<file path="src/rtl/mul_arb_pkg.sv">
// mul_arb_pkg: operand/product widths and the result FIFO entry
// shared by mul_arbiter and its result FIFO.
package mul_arb_pkg;

    localparam int OPW     = 64;
    localparam int PRODW   = 128;
    localparam int IDW_MAX = 3;

    typedef struct packed {
        logic [IDW_MAX-1:0] id;
        logic [PRODW-1:0]   p;
    } res_t;

    function automatic int wrap_idx(input int base, input int off, input int n);
        return (base + off >= n) ? base + off - n : base + off;
    endfunction

endpackage

</file>
<file path="src/rtl/mul_arb_fifo.sv">
// mul_arb_fifo: synchronous first-word-fall-through FIFO; reads of an
// empty FIFO return zero, and a write is taken when full if a pop coincides.
module mul_arb_fifo
    import mul_arb_pkg::*;
#(
    parameter  int W     = 8,
    parameter  int DEPTH = 8,
    localparam int AW    = $clog2(DEPTH)
) (
    input  logic         i_clk,
    input  logic         i_rst,
    input  logic         i_wr_en,
    input  logic [W-1:0] i_wr_data,
    input  logic         i_rd_en,
    output logic [W-1:0] o_rd_data,
    output logic [AW:0]  o_count,
    output logic         o_full,
    output logic         o_empty
);

    logic [W-1:0]  r_mem [DEPTH];
    logic [AW-1:0] r_wp;
    logic [AW-1:0] r_rp;
    logic [AW:0]   r_cnt;
    logic          w_wr;
    logic          w_rd;

    assign o_count   = r_cnt;
    assign o_empty   = (r_cnt == '0);
    assign o_full    = (r_cnt == (AW+1)'(DEPTH));
    assign w_rd      = i_rd_en && !o_empty;
    assign w_wr      = i_wr_en && (!o_full || w_rd);
    assign o_rd_data = o_empty ? '0 : r_mem[r_rp];

    always_ff @(posedge i_clk) begin
        if (i_rst) begin
            r_wp  <= '0;
            r_rp  <= '0;
            r_cnt <= '0;
        end else begin
            if (w_wr) r_wp <= r_wp + 1'b1;
            if (w_rd) r_rp <= r_rp + 1'b1;
            case ({w_wr, w_rd})
                2'b10:   r_cnt <= r_cnt + 1'b1;
                2'b01:   r_cnt <= r_cnt - 1'b1;
                default: r_cnt <= r_cnt;
            endcase
        end
    end

    always_ff @(posedge i_clk) begin
        if (w_wr) r_mem[r_wp] <= i_wr_data;
    end

endmodule

</file>
<file path="src/rtl/mul_arbiter.sv">
// mul_arbiter: shares one fixed-latency multiplier among NREQ requesters.
// Define MUL_ARB_RR_EN for round-robin; otherwise lowest index wins.
module mul_arbiter
    import mul_arb_pkg::*;
#(
    parameter  int NREQ       = 4,
    parameter  int MUL_LAT    = 8,
    parameter  int FIFO_DEPTH = 8,
    localparam int IDW        = $clog2(NREQ),
    localparam int OCW        = $clog2(FIFO_DEPTH) + 1
) (
    input  logic                 i_clk,
    input  logic                 i_rst,
    input  logic [NREQ-1:0]      i_req_valid,
    output logic [NREQ-1:0]      o_req_ready,
    input  logic [NREQ*OPW-1:0]  i_req_a,
    input  logic [NREQ*OPW-1:0]  i_req_b,
    output logic                 o_resp_valid,
    input  logic                 i_resp_ready,
    output logic [IDW-1:0]       o_resp_id,
    output logic [PRODW-1:0]     o_resp_p,
    output logic [OPW-1:0]       o_mul_a,
    output logic [OPW-1:0]       o_mul_b,
    input  logic [PRODW-1:0]     i_mul_p,
    output logic                 o_busy
);

    logic [OPW-1:0]     w_a [NREQ];
    logic [OPW-1:0]     w_b [NREQ];
    logic [OCW-1:0]     r_occ;
    logic [MUL_LAT-1:0] r_tag_vld;
    logic [IDW-1:0]     r_tag_id [MUL_LAT];
    logic [IDW-1:0]     w_base;
    logic [IDW-1:0]     w_idx;
    logic [IDW-1:0]     w_gnt_id;
    logic               w_gnt_vld;
    logic               w_arb_en;
    logic               w_acc;
    logic               w_pop;
    logic               w_cap;
    res_t               w_wr_ent;
    res_t               w_head;
    logic [OCW-1:0]     w_fifo_cnt;
    logic               w_fifo_full;
    logic               w_fifo_empty;

    for (genvar g = 0; g < NREQ; g++) begin : g_ops
        assign w_a[g] = i_req_a[g*OPW +: OPW];
        assign w_b[g] = i_req_b[g*OPW +: OPW];
    end

`ifdef MUL_ARB_RR_EN
    logic [IDW-1:0] r_ptr;

    always_ff @(posedge i_clk) begin
        if (i_rst)      r_ptr <= '0;
        else if (w_acc) r_ptr <= IDW'(wrap_idx(int'(w_gnt_id), 1, NREQ));
    end

    assign w_base = r_ptr;
`else
    assign w_base = '0;
`endif

    // Scan from lowest priority up so the highest-priority hit is kept.
    always_comb begin
        w_gnt_vld = 1'b0;
        w_gnt_id  = '0;
        w_idx     = '0;
        for (int k = NREQ - 1; k >= 0; k--) begin
            w_idx = IDW'(wrap_idx(int'(w_base), k, NREQ));
            if (i_req_valid[w_idx]) begin
                w_gnt_vld = 1'b1;
                w_gnt_id  = w_idx;
            end
        end
    end

    assign w_arb_en    = !i_rst && (r_occ < OCW'(FIFO_DEPTH));
    assign w_acc       = w_arb_en && w_gnt_vld;
    assign o_req_ready = w_acc ? (NREQ'(1) << w_gnt_id) : '0;

    always_ff @(posedge i_clk) begin
        if (i_rst) begin
            r_tag_vld <= '0;
            o_mul_a   <= '0;
            o_mul_b   <= '0;
        end else begin
            r_tag_vld <= {r_tag_vld[MUL_LAT-2:0], w_acc};
            if (w_acc) begin
                o_mul_a <= w_a[w_gnt_id];
                o_mul_b <= w_b[w_gnt_id];
            end
        end
    end

    always_ff @(posedge i_clk) begin
        r_tag_id[0] <= w_gnt_id;
        for (int s = 1; s < MUL_LAT; s++) r_tag_id[s] <= r_tag_id[s-1];
    end

    assign w_cap       = r_tag_vld[MUL_LAT-1];
    assign w_wr_ent.id = IDW_MAX'(r_tag_id[MUL_LAT-1]);
    assign w_wr_ent.p  = i_mul_p;

    mul_arb_fifo #(
        .W     ($bits(res_t)),
        .DEPTH (FIFO_DEPTH)
    ) u_fifo (
        .i_clk     (i_clk),
        .i_rst     (i_rst),
        .i_wr_en   (w_cap),
        .i_wr_data (w_wr_ent),
        .i_rd_en   (i_resp_ready),
        .o_rd_data (w_head),
        .o_count   (w_fifo_cnt),
        .o_full    (w_fifo_full),
        .o_empty   (w_fifo_empty)
    );

    assign o_resp_valid = !w_fifo_empty;
    assign o_resp_id    = IDW'(w_head.id);
    assign o_resp_p     = w_head.p;
    assign w_pop        = o_resp_valid && i_resp_ready;

    always_ff @(posedge i_clk) begin
        if (i_rst) begin
            r_occ <= '0;
        end else begin
            case ({w_acc, w_pop})
                2'b10:   r_occ <= r_occ + 1'b1;
                2'b01:   r_occ <= r_occ - 1'b1;
                default: r_occ <= r_occ;
            endcase
        end
    end

    assign o_busy = (r_occ != '0);

    // occ covers in-flight work plus stored results, so these always hold.
    a_no_overflow: assert property (@(posedge i_clk) disable iff (i_rst)
        !(w_cap && w_fifo_full && !w_pop));
    a_cnt_le_occ: assert property (@(posedge i_clk) disable iff (i_rst)
        w_fifo_cnt <= r_occ);

endmodule

</file>
<file path="config.mk">
export PLATFORM = sky130hd
export DESIGN_NAME = mul_arbiter
export DESIGN_NICKNAME = d
export VERILOG_FILES = /design/src/rtl/mul_arb_pkg.sv /design/src/rtl/mul_arb_fifo.sv /design/src/rtl/mul_arbiter.sv
export SDC_FILE = /design/constraint.sdc
export NUM_CORES = 1
export LEC_CHECK = 0
export CAP_MARGIN = 20
export CORE_AREA = 2 2 352 354
export CTS_CLUSTER_SIZE = 14
export DETAILED_ROUTE_END_ITERATION = 12
export DIE_AREA = 0 0 354 356
export GPL_ROUTABILITY_DRIVEN = 0
export SYNTH_ARGS = -nofsm -noshare
export SYNTH_HDL_FRONTEND = slang
export SYNTH_SLANG_ARGS = --single-unit
</file>
<file path="constraint.sdc">
create_clock -name i_clk -period 24.3 [get_ports i_clk]
set_input_delay 2.43 -clock i_clk [delete_from_list [all_inputs] [get_ports i_clk]]
set_output_delay 2.43 -clock i_clk [all_outputs]
set_load 0.02 [all_outputs]
</file>
# ---- After elaboration in Yosys (flattened, before gate mapping)
# Memories as Yosys holds them, arrays and structs flattened. A register that Yosys moved wholly into a read port is not among the register bits.
# Index checks and enable logic that the tools add are counted.
dict set report totals {
  inputBits 647
  regBits 150
  mem_count 2
  ram_bits 1056
  wordCells 58
  out_inout_bits 264
}
dict set report classes {
  n_reduce_logical 12
  mux 22
  magnitude_cmp 2
  n_bitwise 1
  n_shift 1
  n_addsub 6
  n_eq_ne 5
}
# name depth width rd rd_clocked_by_memory_dff write_ports line
set memory_table {}
lappend memory_table {u_fifo.r_mem 8 130 1 1 1 mul_arb_fifo.sv:21} ;# logic [W-1:0] r_mem [DEPTH];
lappend memory_table {r_tag_id 8 2 8 0 8 mul_arbiter.sv:32} ;# logic [IDW-1:0] r_tag_id [MUL_LAT];
# op n
set ops {}
lappend ops {{binary-select mux 64 bit (select 2 bit)} 2}
lappend ops {{two-way mux 64 bit} 4}
lappend ops {{two-way mux 130 bit} 1}
lappend ops {{case mux 4 bit (2 select lines)} 2}
lappend ops {{adder 4 x 1 -> 4 bit (second input constant)} 2}
lappend ops {{two-way mux 2 bit} 4}
lappend ops {{subtractor 4 x 1 -> 4 bit (second input constant)} 2}
lappend ops {{adder 3 x 1 -> 3 bit (second input constant)} 2}
lappend ops {{two-way mux 1 bit} 6}
lappend ops {{two-way mux 3 bit} 2}
lappend ops {{== test 2 x 1 -> 1 bit (second input constant)} 2}
lappend ops {{== test 2 bit (second input constant)} 2}
lappend ops {{== test 4 bit (second input constant)} 1}
lappend ops {{logical AND 1 bit} 4}
lappend ops {{zero test 4 bit} 1}
lappend ops {{< comparator 4 bit (second input constant)} 1}
lappend ops {{two-way mux 4 bit} 1}
lappend ops {{nonzero test 2 bit} 2}
lappend ops {{nonzero test 4 bit} 1}
lappend ops {{<< shifter 1 x 2 -> 4 bit (first input constant)} 1}
lappend ops {{>= comparator 3 bit (second input constant)} 1}
lappend ops {{zero test 1 bit} 3}
lappend ops {{NOT 2 -> 3 bit} 1}
lappend ops {{logical OR 1 bit} 1}

# ---- Depth between registers and ports, before layout
dict set report depth {
  word_depth 8
  depth_mapped 12
}

# ---- Modules after synthesis
# Synthesis repeated with hierarchy kept, for this count alone.
dict set report hier_totals {
  hier_cells 2724
  area_unflattened_um2 48825.6
}
# mod instances cells_each area_each_um2 seq_area_each_um2
set by_module_without_submodules {}
lappend by_module_without_submodules {mul_arb_fifo 1 1744 40472.6 31730.4}
lappend by_module_without_submodules {mul_arbiter 1 980 8353.0 3123.0}

# ---- Worst setup path after synthesis
# No wires, ideal clock.
dict set report synth_path {
  path_kind {input port to flip-flop}
  startpoint {input i_resp_ready}
  endpoint {memory u_fifo.r_mem[0][0] in the netlist's numbering (enable)}
  t_arrival_ns 14.922
  n_path_buf 0
  setup_ns 0.938
  stages 3
  path_slack_ns 8.440
  path_cell_list {nand2b_1 o21ai_2 nor4_1}
}
dict set report synth_between {
  elab_chain_cells 5
}
# item line
set synth_rtl {}
lappend synth_rtl {{from (decl)} mul_arbiter.sv:19} ;# input logic i_resp_ready,
lappend synth_rtl {{logical AND 1 bit} mul_arb_fifo.sv:31} ;# assign w_rd = i_rd_en && !o_empty;
lappend synth_rtl {{logical OR 1 bit} mul_arb_fifo.sv:32} ;# assign w_wr = i_wr_en && (!o_full || w_rd);
lappend synth_rtl {{logical AND 1 bit} mul_arb_fifo.sv:32}
lappend synth_rtl {{two-way mux 1 bit} mul_arb_fifo.sv:52} ;# if (w_wr) r_mem[r_wp] <= i_wr_data;
lappend synth_rtl {{two-way mux 1 bit (implied by the code)} mul_arb_fifo.sv:52}
lappend synth_rtl {{to (decl)} mul_arb_fifo.sv:21}
# No other way between the ends.

==> reports/metrics.json <==
{
  "outcome": "finished, final reports clean",
  "drt_pass_1_iters": 5,
  "ys_seq_area_frac": 0.712,
  "std_cell_rows": 129,
  "crit_path_top_delay_cell": "sky130_fd_sc_hd__buf_4",
  "number_of_endpoints_with_negative_hold_slack_in_the_final_report": 0,
  "starting_density_of_the_core": 0.397,
  "timing.max_cap.violations": 0,
  "delay_contributed_by_the_slowest_stage_of_the_critical_path_ns": 0.84,
  "setup_viol": 0,
  "areaGrowthSynthToFinish_pct": 30.6,
  "postSynthNetCount": 3354,
  "clockRootBuffer": "sky130_fd_sc_hd__clkbuf_16",
  "postLayoutSetupSlackWorst_ns": 16.45,
  "finalNetCount": 4217,
  "ir_drop_mv": 0.0550,
  "met1_usage": 0.322,
  "grt_first_pass_wirelength_mm": 233,
  "final_layout_size_suffix_gt1_frac": 0.159,
  "synth-seq-cells": 1209,
  "grt_use_total": 0.264,
  "period_share": 0.323,
  "finalNonFillerCells": 5318,
  "fmaxAchievable_mhz": 127,
  "worst_path_most_repeated_cell": "sky130_fd_sc_hd__buf_4",
  "post_cts_resize_count": 0,
  "cp_cell_sequence": "buf_12 > buf_4 > buf_4 > mux4_2 > mux2i_1 > nor2_1 > clkdlybuf4s50_1",
  "synthesis.yosys.warnings": 0,
  "timing.critical_path.to_type": "primary output",
  "power.leakage_uw": 0.0195,
  "cts_tree": "yes",
  "antenna_found_initial": 34,
  "layer_with_the_highest_usage": "met2",
  "synth.avg_cell_area_um2": 18.0,
  "clock_insertion_delay_worst_skew_ns": 0.73,
  "dp.final_hpwl_mm": 113,
  "dpl.cell_count": 5064,
  "preCtsSetupSlack_ns": 16.69,
  "synthesized_area_um2": 48600,
  "use_met3": 0.0736,
  "synthDominantCellAreaShare": 0.642,
  "cts_buffers": 133,
  "synth_top_flop_cell": "sky130_fd_sc_hd__edfxtp_1",
  "ys_async_sr_fraction": 0,
  "drc": 0,
  "h_tree_lvl_count": 4,
  "post-route-min-period_ns": 7.85,
  "drt_iter0_drc": 2659,
  "global_route.usage.met2": 0.424,
  "rsz0062_at_grt": "false",
  "worst_slew_margin_rel": 0.233,
  "fin_skew_ns": 0.0278,
  "portbufs": 910,
  "holdCritPathClass": "reg -> reg",
  "timing_max_transition_violations_final": 0,
  "die_w_um": 354,
  "synth_edf_count": 1040,
  "grt_max_degree": 132,
  "fin_tns_setup_ns": 0,
  "crit_path_start_kind": "flip-flop",
  "cts_hold_buffers": 0,
  "timing.critical_path.fanout_max": 109,
  "aggregate_global_routing_overflow": 0,
  "clock_tree.buffer_depth": 3,
  "clkSlewWorstSetupHoldPaths_ns": 0.06,
  "route.final.wire_length_mm": 169,
  "final_antenna_net_count": 0,
  "average_wire_per_cell_in_the_routed_design_um": 31.8,
  "post_synthesis_cell_type_count": 48,
  "via_per_inst": 5.63,
  "timing.critical_path.required_ns": 21.87,
  "floorplan.io_pins": 911,
  "synth_top_area_cell": "sky130_fd_sc_hd__edfxtp_1",
  "n_fill_cell": 10107,
  "design.core.area_um2": 123000,
  "tightest_slew_ns": 1.15,
  "layout.core_utilization": 0.518,
  "cts.repair_timing.setup_buffer_count": 0,
  "timing_worst_setup_path_type": "reg -> out",
  "clock_sinks": 1209,
  "via_count": 29944,
  "critPathArrivalTime_ns": 5.42,
  "first_global_vias": 29910,
  "power_density_nw_per_um2": 72.3,
  "die_height_um": 356,
  "postSynthCellCount": 2699,
  "overall_die_area_um2": 126000,
  "ys_top_cells_by_area": "sky130_fd_sc_hd__edfxtp_1, sky130_fd_sc_hd__mux4_2, sky130_fd_sc_hd__dfxtp_1"
}
-- synth_stat cells (2+ instances only) --
cell type,n
sky130_fd_sc_hd__nand2_1,3
sky130_fd_sc_hd__a31oi_1,125
sky130_fd_sc_hd__or2_2,2
sky130_fd_sc_hd__nand3_1,252
sky130_fd_sc_hd__a22oi_2,70
sky130_fd_sc_hd__a21oi_1,10
sky130_fd_sc_hd__mux4_2,260
sky130_fd_sc_hd__a221oi_1,3
sky130_fd_sc_hd__inv_1,5
sky130_fd_sc_hd__nor2_1,147
sky130_fd_sc_hd__nor4bb_1,2
sky130_fd_sc_hd__buf_1,7
sky130_fd_sc_hd__and3_1,2
sky130_fd_sc_hd__xor2_1,8
sky130_fd_sc_hd__buf_6,10
sky130_fd_sc_hd__a211o_1,2
sky130_fd_sc_hd__nor2_4,2
sky130_fd_sc_hd__mux2i_1,134
sky130_fd_sc_hd__a22o_1,125
sky130_fd_sc_hd__nor4b_1,3
sky130_fd_sc_hd__clkbuf_1,96
sky130_fd_sc_hd__buf_4,28
sky130_fd_sc_hd__and2_1,2
sky130_fd_sc_hd__buf_2,81
sky130_fd_sc_hd__a22oi_1,55
sky130_fd_sc_hd__xnor2_1,2
sky130_fd_sc_hd__dfxtp_1,169
sky130_fd_sc_hd__nor2b_1,10
sky130_fd_sc_hd__a221o_1,3
sky130_fd_sc_hd__nor3_1,6
sky130_fd_sc_hd__nand2b_1,6
sky130_fd_sc_hd__or3_1,2
sky130_fd_sc_hd__o21ai_0,6
sky130_fd_sc_hd__ha_1,8
sky130_fd_sc_hd__edfxtp_1,1040
-- registers in the layout, indices dropped and copies added, names as in the netlist, named ones only --
register and count:
r_tag_id 16, r_tag_vld 8, u_fifo.r_rp 3, o_mul_a 64, u_fifo.r_mem 1040, u_fifo.o_count 4
o_mul_b 64, u_fifo.r_wp 3, r_occ 4
-- worst max-delay path, delay by kind of cell (launching register included) --
kind	cells	cell delay (ns)
mux	2	0.75
flops	1	0.66
simple gates	1	0.06
buf+inv	4	2.98
-- cell families (layout without fill, tap and decap cells) --
logic type,Yosys count,after routing,synth area share
fa+ha+maj,8,8,0.00206
other cells,0,16,0
simple gates,446,446,0.0441
flops,1209,1209,0.712
xor+xnor,10,10,0.00180
buf+inv,228,1194,0.0234
compound gates,403,403,0.0689
mux,395,395,0.148
-- metal layers --
| metal | routed length [um] | part of all wire | up-vias |
|---|---|---|---|
| met1 | 63400 | 0.37 | 15517 |
| met5 | 196 | 0.0012 | - |
| met4 | 10700 | 0.063 | 30 |
| li1 | - | - | 12842 |
| met2 | 81000 | 0.48 | 1254 |
| met3 | 14100 | 0.083 | 301 |
-- through the flow --
stage / area (um^2) / total power [uW] / hold slack (ns)
6_report: 63500 / 4590 / 0.326
5_1_grt: 63500 / 4730 / 0.330
4_1_cts: 63500 / 4640 / 0.325
3_5_place_dp: 59200 / 2650 / 0.312
3_3_place_gp: 59200 / 2650 / 0.310
2_1_floorplan: 48600 / 2430 / 0.310
-- placed cells by master (no fill, tap or decap), types with 3 or more instances in the layout --
cell                              Yosys  layout
sky130_fd_sc_hd__edfxtp_1          1040    1040
sky130_fd_sc_hd__clkdlybuf4s50_1      0     907
sky130_fd_sc_hd__mux4_2             260     260
sky130_fd_sc_hd__nand3_1            252     252
sky130_fd_sc_hd__dfxtp_1            169     166
sky130_fd_sc_hd__nor2_1             147     143
sky130_fd_sc_hd__clkbuf_16            0     136
sky130_fd_sc_hd__mux2i_1            134     134
sky130_fd_sc_hd__a22o_1             125     125
sky130_fd_sc_hd__a31oi_1            125     125
sky130_fd_sc_hd__a22oi_2             70      70
sky130_fd_sc_hd__a22oi_1             55      55
sky130_fd_sc_hd__buf_4               28      33
sky130_fd_sc_hd__clkbuf_1            96      30
sky130_fd_sc_hd__clkinv_1             0      25
sky130_fd_sc_hd__diode_2              0      16
sky130_fd_sc_hd__clkinv_2             0      15
sky130_fd_sc_hd__bufinv_16            0      13
sky130_fd_sc_hd__nor2b_1             10      10
sky130_fd_sc_hd__a21oi_1             10      10
sky130_fd_sc_hd__xor2_1               8       8
sky130_fd_sc_hd__ha_1                 8       8
sky130_fd_sc_hd__buf_12               0       8
sky130_fd_sc_hd__clkinvlp_4           0       7
sky130_fd_sc_hd__nor2_4               2       6
sky130_fd_sc_hd__nand2b_1             6       6
sky130_fd_sc_hd__o21ai_0              6       6
sky130_fd_sc_hd__clkinv_8             0       6
sky130_fd_sc_hd__inv_1                5       5
sky130_fd_sc_hd__nor3_2               0       4
sky130_fd_sc_hd__nand2_1              3       3
sky130_fd_sc_hd__a221o_1              3       3
sky130_fd_sc_hd__a221oi_1             3       3
sky130_fd_sc_hd__dfxtp_4              0       3
sky130_fd_sc_hd__inv_6                0       3
-- power breakdown --
part / total, uW / internal [uW] / switching [uW] / leakage (uW)
Sequential: 2290 / 2270 / 21.0 / 0.0107
Combinational: 322 / 155 / 166 / 0.00673
Clock: 1980 / 1170 / 811 / 0.00207
-- final timing paths --
kind,from,end,slack (ns),cells after the start
setup / recovery,flip-flop,o_resp_p[0],16.45,7
hold / removal,r_tag_id[0][1],r_tag_id[0][3],0.33,0
hold reg to reg,r_tag_id[0][1],r_tag_id[0][3],0.33,0
setup reg to reg,u_fifo.o_count[1],u_fifo.o_count[2],20.91,12
-- cell type report --
type,instances,area (um^2),share of cell area
Sequential cell,1209,34600,0.545
Multi-Input combinational cell,1262,13000,0.204
Timing Repair Buffer,950,9510,0.150
Clock buffer,167,3530,0.0556
Tap cell,1637,2050,0.0322
Clock inverter,71,764,0.0120
Antenna cell,16,40.0,0.000630
Inverter,6,22.5,0.000355
Note: power is estimated with default switching activity, not from simulation.
